## config.mk

```make
export PLATFORM = sky130hd
export DESIGN_NAME = req_arbiter_83_flat
export DESIGN_NICKNAME = d
export VERILOG_FILES = /design/src/rtl/req_arbiter_83_if.sv /design/src/rtl/req_arbiter_83.sv /design/src/flat_wrapper.sv
export SDC_FILE = /design/constraint.sdc
export NUM_CORES = 1
export LEC_CHECK = 0
export CELL_PAD_IN_SITES_DETAIL_PLACEMENT = 1
export CELL_PAD_IN_SITES_GLOBAL_PLACEMENT = 1
export CORE_ASPECT_RATIO = 1.1
export CORE_MARGIN = 3
export CORE_UTILIZATION = 40
export DETAILED_ROUTE_END_ITERATION = 6
export PLACE_DENSITY = 0.89
export SLEW_MARGIN = 20
export SYNTH_ARGS = -nofsm -noshare
export SYNTH_HDL_FRONTEND = slang
export SYNTH_SLANG_ARGS = --single-unit
export TNS_END_PERCENT = 5
```

## constraint.sdc

```tcl
create_clock -name clk -period 3.45 [get_ports clk]
set_input_delay 0.69 -clock clk [delete_from_list [all_inputs] [get_ports clk]]
set_output_delay 0.69 -clock clk [all_outputs]
set_load 0.02 [all_outputs]
```

## src/rtl/req_arbiter_83_if.sv

```systemverilog
// Requester/resource handshake bundle for the 8-way arbiter.
// master: requester side (drives req/done). slave: arbiter side (drives grant outputs).
interface req_arbiter_83_if;
    logic [7:0] req;
    logic       done;
    logic [7:0] gnt;
    logic [2:0] gnt_id;
    logic       gnt_valid;
    logic       timeout;

    modport master (
        output req,
        output done,
        input  gnt,
        input  gnt_id,
        input  gnt_valid,
        input  timeout
    );

    modport slave (
        input  req,
        input  done,
        output gnt,
        output gnt_id,
        output gnt_valid,
        output timeout
    );
endinterface

```

## src/rtl/req_arbiter_83.sv

```systemverilog
// 8-requester arbiter with a registered one-hot grant and a hold timeout.
// The grant is held until the owner pulses done, drops its request, or
// has held the resource for MAX_HOLD cycles. Selection is either fixed
// priority (highest index wins) or rotating, starting just below the last owner.
module req_arbiter_83 #(
    parameter int unsigned MAX_HOLD    = 16,
    parameter int unsigned ROUND_ROBIN = 0
) (
    input  logic              clk,
    input  logic              rst,
    req_arbiter_83_if.slave   bus
);

    typedef enum logic [0:0] {
        IDLE = 1'b0,
        BUSY = 1'b1
    } state_e;

    localparam logic [7:0] HOLD_LAST = 8'(MAX_HOLD - 1);

    state_e     state_q,     state_d;
    logic [7:0] gnt_q,       gnt_d;
    logic [2:0] gnt_id_q,    gnt_id_d;
    logic       gnt_valid_q, gnt_valid_d;
    logic       timeout_q,   timeout_d;
    logic [7:0] hold_cnt_q,  hold_cnt_d;
    logic [2:0] last_id_q,   last_id_d;

    logic [2:0] scan_start_s;
    logic [2:0] scan_idx_s;
    logic [2:0] win_id_s;
    logic       win_found_s;

    // Winner search: scan downward from the start index, first bit that is
    // definitely 1 wins. Unknown bits never match, so gnt stays 0 or one-hot.
    always_comb begin
        scan_idx_s  = 3'd0;
        win_id_s    = 3'd0;
        win_found_s = 1'b0;
        if (ROUND_ROBIN != 0) begin
            scan_start_s = last_id_q - 3'd1;
        end else begin
            scan_start_s = 3'd7;
        end
        for (int k = 0; k < 8; k++) begin
            scan_idx_s = scan_start_s - 3'(k);
            if (!win_found_s && (bus.req[scan_idx_s] == 1'b1)) begin
                win_found_s = 1'b1;
                win_id_s    = scan_idx_s;
            end else begin
                win_found_s = win_found_s;
            end
        end
    end

    // Next-state and grant logic; release precedence is done/drop, then timeout.
    always_comb begin
        state_d     = state_q;
        gnt_d       = gnt_q;
        gnt_id_d    = gnt_id_q;
        gnt_valid_d = gnt_valid_q;
        timeout_d   = 1'b0;
        hold_cnt_d  = hold_cnt_q;
        last_id_d   = last_id_q;
        case (state_q)
            IDLE: begin
                if (win_found_s) begin
                    state_d     = BUSY;
                    gnt_d       = 8'd1 << win_id_s;
                    gnt_id_d    = win_id_s;
                    gnt_valid_d = 1'b1;
                    hold_cnt_d  = 8'd0;
                    last_id_d   = win_id_s;
                end else begin
                    gnt_d       = 8'd0;
                    gnt_valid_d = 1'b0;
                end
            end
            BUSY: begin
                if ((bus.done == 1'b1) || (bus.req[gnt_id_q] != 1'b1)) begin
                    state_d     = IDLE;
                    gnt_d       = 8'd0;
                    gnt_valid_d = 1'b0;
                end else if (hold_cnt_q == HOLD_LAST) begin
                    state_d     = IDLE;
                    gnt_d       = 8'd0;
                    gnt_valid_d = 1'b0;
                    timeout_d   = 1'b1;
                end else begin
                    hold_cnt_d  = hold_cnt_q + 8'd1;
                end
            end
            default: begin
                state_d     = IDLE;
                gnt_d       = 8'd0;
                gnt_valid_d = 1'b0;
            end
        endcase
    end

    // State and output registers; reset clears outputs at once with no timeout pulse.
    always_ff @(posedge clk or posedge rst) begin
        if (rst) begin
            state_q     <= IDLE;
            gnt_q       <= 8'd0;
            gnt_id_q    <= 3'd0;
            gnt_valid_q <= 1'b0;
            timeout_q   <= 1'b0;
            hold_cnt_q  <= 8'd0;
            last_id_q   <= 3'd0;
        end else begin
            state_q     <= state_d;
            gnt_q       <= gnt_d;
            gnt_id_q    <= gnt_id_d;
            gnt_valid_q <= gnt_valid_d;
            timeout_q   <= timeout_d;
            hold_cnt_q  <= hold_cnt_d;
            last_id_q   <= last_id_d;
        end
    end

    assign bus.gnt       = gnt_q;
    assign bus.gnt_id    = gnt_id_q;
    assign bus.gnt_valid = gnt_valid_q;
    assign bus.timeout   = timeout_q;

endmodule

```

## src/flat_wrapper.sv

```systemverilog
// flat-port wrapper written by rule: the top's interface ports become plain ports
module req_arbiter_83_flat 
#(
    parameter int unsigned MAX_HOLD    = 16,
    parameter int unsigned ROUND_ROBIN = 0
)
  (clk, rst, bus_req, bus_done, bus_gnt, bus_gnt_id, bus_gnt_valid, bus_timeout);
  req_arbiter_83_if bus_i ();
  input  logic clk;
  input  logic rst;
  input wire logic [$bits(bus_i.req)-1:0] bus_req;
  input wire logic [$bits(bus_i.done)-1:0] bus_done;
  output wire logic [$bits(bus_i.gnt)-1:0] bus_gnt;
  output wire logic [$bits(bus_i.gnt_id)-1:0] bus_gnt_id;
  output wire logic [$bits(bus_i.gnt_valid)-1:0] bus_gnt_valid;
  output wire logic [$bits(bus_i.timeout)-1:0] bus_timeout;
  assign bus_i.req = bus_req;
  assign bus_i.done = bus_done;
  assign bus_gnt = bus_i.gnt;
  assign bus_gnt_id = bus_i.gnt_id;
  assign bus_gnt_valid = bus_i.gnt_valid;
  assign bus_timeout = bus_i.timeout;
  req_arbiter_83 #(.MAX_HOLD(MAX_HOLD), .ROUND_ROBIN(ROUND_ROBIN)) u_core (.clk(clk), .rst(rst), .bus(bus_i));
endmodule
```

# ---- Yosys cells after proc, flatten, opt, wreduce, memory -nomap -nowiden
# Cells that the tools add are included.
dict set report op_classes {
  n_shift 1
  n_mux 36
  bitwise 2
  magnitude_cmp 1
  eq_ne 5
  multipliers 0
  reduce_logical 17
  n_div 0
  n_addsub 1
}
# op count
set op_table {}
lappend op_table {{2-to-1 mux 8 bit} 6}
lappend op_table {{case mux 8 bit (2 select lines)} 2}
lappend op_table {{2-to-1 mux 3 bit} 8}
lappend op_table {{2-to-1 mux 1 bit} 17}
lappend op_table {{adder 8 x 1 -> 8 bit (second input constant)} 1}
lappend op_table {{equality test 8 x 4 -> 1 bit (second input constant)} 1}
lappend op_table {{<< shifter 1 x 3 -> 8 bit (first input constant)} 1}
lappend op_table {{logical AND 1 bit} 7}
lappend op_table {{zero test 1 bit} 7}
lappend op_table {{< comparator 3 x 4 -> 1 bit (second input constant)} 1}
lappend op_table {{inequality test 2 bit (second input constant)} 2}
lappend op_table {{case mux 1 bit (2 select lines)} 2}
lappend op_table {{binary-select mux 1 bit (select 3 bit)} 1}
lappend op_table {{inequality test 3 bit (second input constant)} 1}
lappend op_table {{AND reduction 3 bit} 1}
lappend op_table {{inequality test 2 x 1 -> 1 bit (second input constant)} 1}
lappend op_table {{inverter 1 bit} 2}
lappend op_table {{AND reduction 2 bit} 1}
lappend op_table {{logical OR 1 bit} 1}
dict set report word_totals {
  ramBits 0
  reg_bits 22
  word_cells 69
  n_memories 0
  rom_bits 0
  latch_bits 0
}

# ---- Depth between registers and ports, before layout
dict set report logic_depth {
  word_depth 25
  mapped_depth 8
  ltp_nobuf 6
}

# ---- Least setup slack after synthesis
# Ideal clock, no wire load.
dict set report synth_path {
  path_kind {input -> register}
  start {input bus_req[5]}
  end {register u_core.gnt_q[5] (netlist: u_core.bus.gnt[5])}
  t_required_ns 3.329
  arrival_ns 1.679
  cell_stages 6
  setup_slack_ns 1.650
  path_cell_list {mux2i_1 -> a311oi_1 -> and4_1 -> buf_4 -> buf_4 -> a22o_1}
}
dict set report synth_between {
  elab_chain_cells 20
  word_cells_on_any_way 32
}
# element line_no
set synth_rtl {}
lappend synth_rtl {{start, declared} flat_wrapper.sv:11} ;# input wire logic [$bits(bus_i.req)-1:0] bus_req;
lappend synth_rtl {{logical AND 1 bit} req_arbiter_83.sv:47} ;# if (!win_found_s && (bus.req[scan_idx_s] == 1'b1)) begin
lappend synth_rtl {{2-to-1 mux 1 bit} req_arbiter_83.sv:47}
lappend synth_rtl {{zero test 1 bit} req_arbiter_83.sv:47}
lappend synth_rtl {{logical AND 1 bit} req_arbiter_83.sv:47}
lappend synth_rtl {{2-to-1 mux 1 bit} req_arbiter_83.sv:47}
lappend synth_rtl {{zero test 1 bit} req_arbiter_83.sv:47}
lappend synth_rtl {{logical AND 1 bit} req_arbiter_83.sv:47}
lappend synth_rtl {{2-to-1 mux 1 bit} req_arbiter_83.sv:47}
lappend synth_rtl {{(+4 left out)} --}
lappend synth_rtl {{logical AND 1 bit} req_arbiter_83.sv:47}
lappend synth_rtl {{2-to-1 mux 1 bit} req_arbiter_83.sv:47}
lappend synth_rtl {{zero test 1 bit} req_arbiter_83.sv:47}
lappend synth_rtl {{logical AND 1 bit} req_arbiter_83.sv:47}
lappend synth_rtl {{2-to-1 mux 3 bit} req_arbiter_83.sv:47}
lappend synth_rtl {{<< shifter 1 x 3 -> 8 bit} req_arbiter_83.sv:69} ;# gnt_d = 8'd1 << win_id_s;
lappend synth_rtl {{2-to-1 mux 8 bit} req_arbiter_83.sv:67} ;# if (win_found_s) begin
lappend synth_rtl {{case mux 8 bit (2 select lines)} req_arbiter_83.sv:65} ;# case (state_q)
lappend synth_rtl {{end signal, assigned} req_arbiter_83.sv:113} ;# gnt_q <= gnt_d;
lappend synth_rtl {{end, declared} req_arbiter_83.sv:22} ;# logic [7:0] gnt_q, gnt_d;
# Several ways; a longest one is shown, not always the timed one. The select of a mux whose other input is x is not followed.
# A chain may end at the register's enable or synchronous reset.

# ---- Worst setup path after layout
dict set report layout_path {
  start {input bus_req[5]}
  end {register u_core.hold_cnt_q[3]}
}
dict set report layout_between {
  elab_chain_cells 19
  word_cells_on_any_way 24
}
# element line_no
set layout_rtl {}
lappend layout_rtl {{logical AND 1 bit} req_arbiter_83.sv:47}
lappend layout_rtl {{2-to-1 mux 1 bit} req_arbiter_83.sv:47}
lappend layout_rtl {{zero test 1 bit} req_arbiter_83.sv:47}
lappend layout_rtl {{logical AND 1 bit} req_arbiter_83.sv:47}
lappend layout_rtl {{2-to-1 mux 1 bit} req_arbiter_83.sv:47}
lappend layout_rtl {{zero test 1 bit} req_arbiter_83.sv:47}
lappend layout_rtl {{logical AND 1 bit} req_arbiter_83.sv:47}
lappend layout_rtl {{2-to-1 mux 1 bit} req_arbiter_83.sv:47}
lappend layout_rtl {{(+3 left out)} --}
lappend layout_rtl {{zero test 1 bit} req_arbiter_83.sv:47}
lappend layout_rtl {{logical AND 1 bit} req_arbiter_83.sv:47}
lappend layout_rtl {{2-to-1 mux 1 bit} req_arbiter_83.sv:47}
lappend layout_rtl {{zero test 1 bit} req_arbiter_83.sv:47}
lappend layout_rtl {{logical AND 1 bit} req_arbiter_83.sv:47}
lappend layout_rtl {{2-to-1 mux 1 bit} req_arbiter_83.sv:47}
lappend layout_rtl {{inequality test 2 x 1 -> 1 bit (no line)} --}
lappend layout_rtl {{AND reduction 3 bit (no line) *} --}
lappend layout_rtl {{end signal, assigned} req_arbiter_83.sv:117} ;# hold_cnt_q <= hold_cnt_d;
lappend layout_rtl {{end, declared} req_arbiter_83.sv:26} ;# logic [7:0] hold_cnt_q, hold_cnt_d;
# Mark *: on every way between the ends. The rest lies on a longest branch, timed or not. The select of a mux whose other input is x is not followed.

==> results.ini <==
[sta]
slew_headroom_pct=42.5
fin_tns_setup_ns=0
finalCritPeriodShare_pct=72.7
max_freq_mhz=399
post-route-min-period_ns=2.51
setup_viol=0
hold_viol=0
rsz0062_at_grt=no
whs_ns=0.510
tightestPinTransition_ns=0.862
clock-skew-final_ns=0.00199
drv_slew=0

[critical_path]
reg2reg_depth=5
crit_type=in -> reg
crit_path_end_kind=register
crit_fanout=16
r2r-start=u_core.bus.gnt_id[0]$_DFFE_PP0P_
r2r-end=u_core.hold_cnt_q[3]$_DFFE_PP0P_
cp.required_ns=3.67
worst-r2r-setup-slack_ns=1.40
crit_arrival_ns=2.72
cp-start-kind=input port

[route]
drtIter0Drc=14
vias=979
wire_per_inst_um=18.1
viasPerCell=5.79
drt_first_pass_iters=4
remaining_drc_errors=0
ant_nets=0
drt_wl_total_um=3050

[synthesis]
async_flop_share_pct=100
synth_nets=127
synth.avg_cell_area_um2=9.60
synth_common_cells=dfrtp_1 (22), nand2_1 (22), mux2i_1 (10)
yosys-top-cells-area=dfrtp_1 (50%), mux2i_1 (9.1%), nand2_1 (7.5%)
synth_edf_count=0
synth_seq_area_share_pct=49.9
synth-seq-cells=22
synth_flop_cell=dfrtp_1
ys_types=27
yosys.area.top_type_share_pct=49.9
netlist_area_mm2=0.00110
syn_inst=115
yosysWarnings=0
yosysTopAreaCell=dfrtp_1

[outcome]
status=complete, no violations

[placement]
place_inst=165
post_dp_cell_area_mm2=0.00135
gp_congestion=0.768
io_buffers=23
hpwl_um=2250

[global_route]
grt_max_degree=23
grt-ovfl-total=0
grt_pass1_wl_um=5300
grt_pass1_vias=1070
grtUsageTotal_pct=20.5
antenna_found_initial=0

[floorplanning]
die_x_um=56.1
rows=19
initial_core_util_pct=43.0
dieArea_mm2=0.00343
fp.dieH_um=61.1
io_pins=24
coreArea_mm2=0.00257

[clock_network]
cts_tree=built
worst_skew_pair.late_latency_ns=0.32
htreeDepth=1
cts_resized=0
clk_pin_slew_ns=0.13
cts_buffer_depth=2
cts_buffers=3
cts_root_buffer=clkbuf_4
cts_hold_buf=0
cts_setup_buffers=0
clkSinkCount=22

[worst_hold_path]
holdPathStages=2
min_to=u_core.bus.gnt[2]$_DFFE_PP0P_
worstHoldStart=u_core.bus.gnt[2]$_DFFE_PP0P_
worstHoldPathType=reg -> reg

[power]
powerDensity_mw_per_mm2=647
p_leak_nw=0.626
ir_drop_mv=0.384

[cells_and_area]
fin_nets=151
fin_area_mm2=0.00140
stdcell_count=169
area_growth_pct=26.6
final_layout_size_suffix_gt1_share_pct=3.62
antennaDiodeCount=0

[job]
max_cap_viol_count=0

## layer usage
layer,GRT usage (%),vias up,wire length [um]
met5,0,-,0
met4,12.9,0,168
met3,3.35,18,83
met2,34.1,32,1470
met1,25.6,469,1330
li1,-,460,-
## sequential cells by signal, summed over array words and instances, names as in the netlist
| name | cells |
|---|---|
| u_core.bus.gnt_id | 3 |
| u_core.hold_cnt_q | 8 |
| u_core.bus.timeout | 1 |
| u_core.bus.gnt | 8 |
| u_core.state_q | 1 |
| u_core.bus.gnt_valid | 1 |
## metrics by stage
stage          utilization (%)  setup WS [ns]  power (W)
2_1_floorplan                -           1.65   0.000584
3_3_place_gp              52.4          0.731   0.000688
3_5_place_dp              52.4          0.599   0.000706
4_1_cts                   54.4          0.945   0.000913
5_1_grt                   54.4          0.751   0.000968
6_report                  54.4          0.943   0.000904
## cells by family after synthesis
| family | after synthesis | synth area share (%) |
|---|---|---|
| muxes | 10 | 9.07 |
| DFF | 22 | 49.9 |
| adders and majority gates | 1 | 1.13 |
| and+or+nand+nor | 50 | 22.2 |
| buffers and inverters | 11 | 4.88 |
| AOI/OAI and AO/OA | 21 | 12.8 |
## final cells by class
| class | count | area (um^2) |
|---|---|---|
| fill | 308 | 1170 |
| sequential | 22 | 551 |
| multi-input combinational | 82 | 499 |
| timing repair buffer | 23 | 230 |
| tap | 31 | 38.8 |
| clock inverter | 1 | 30.0 |
| inverter | 7 | 26.3 |
| clock buffer | 3 | 22.5 |
## placed cells by master (no fill, tap or decap)
master           instances
nor4_2                   1
a21oi_1                  2
ha_1                     1
nand4_1                  2
a22oi_1                  1
and3_1                   1
a311o_1                  1
nand2b_1                 4
a31oi_1                  1
a32o_1                   2
dfrtp_1                 22
o21ai_1                  4
a311oi_1                 1
inv_1                    7
o31ai_1                  1
o21ai_0                  5
bufinv_16                1
nor3_1                   5
nor4_1                   3
and4_1                   2
nand2_1                 22
clkbuf_4                 3
clkdlybuf4s50_1         23
a22o_1                   3
nor2b_1                  1
nor2_1                   5
mux2i_1                 10
nand3_1                  4
## how the worst max path moves through the flow
stage,from,endpoint,slack (ns)
2_1_floorplan,bus_req[5],u_core.bus.gnt[5]$_DFFE_PP0P_,1.65
3_3_place_gp,bus_req[5],u_core.hold_cnt_q[3]$_DFFE_PP0P_,0.73
3_5_place_dp,bus_req[5],u_core.hold_cnt_q[3]$_DFFE_PP0P_,0.60
4_1_cts,bus_req[5],u_core.hold_cnt_q[3]$_DFFE_PP0P_,0.94
5_1_grt,bus_req[5],u_core.hold_cnt_q[3]$_DFFE_PP0P_,0.75
6_report,bus_req[5],u_core.hold_cnt_q[3]$_DFFE_PP0P_,0.94
## power by group
group | switching, W | leakage [nW] | total (W) | internal [W]
Clock | 0.0000852 | 0.0279 | 0.000203 | 0.000118
Sequential | 0.0000650 | 0.291 | 0.000373 | 0.000308
Combinational | 0.000195 | 0.307 | 0.000328 | 0.000133
Total | 0.000345 | 0.626 | 0.000904 | 0.000559
## critical path: stages
cell and delay [ns]:
clkdlybuf4s50_1 0.61, mux2i_1 0.14, a311oi_1 0.35, and4_1 0.60
nand4_1 0.18, mux2i_1 0.14
No activity file was read; power rests on OpenSTA's default activity.
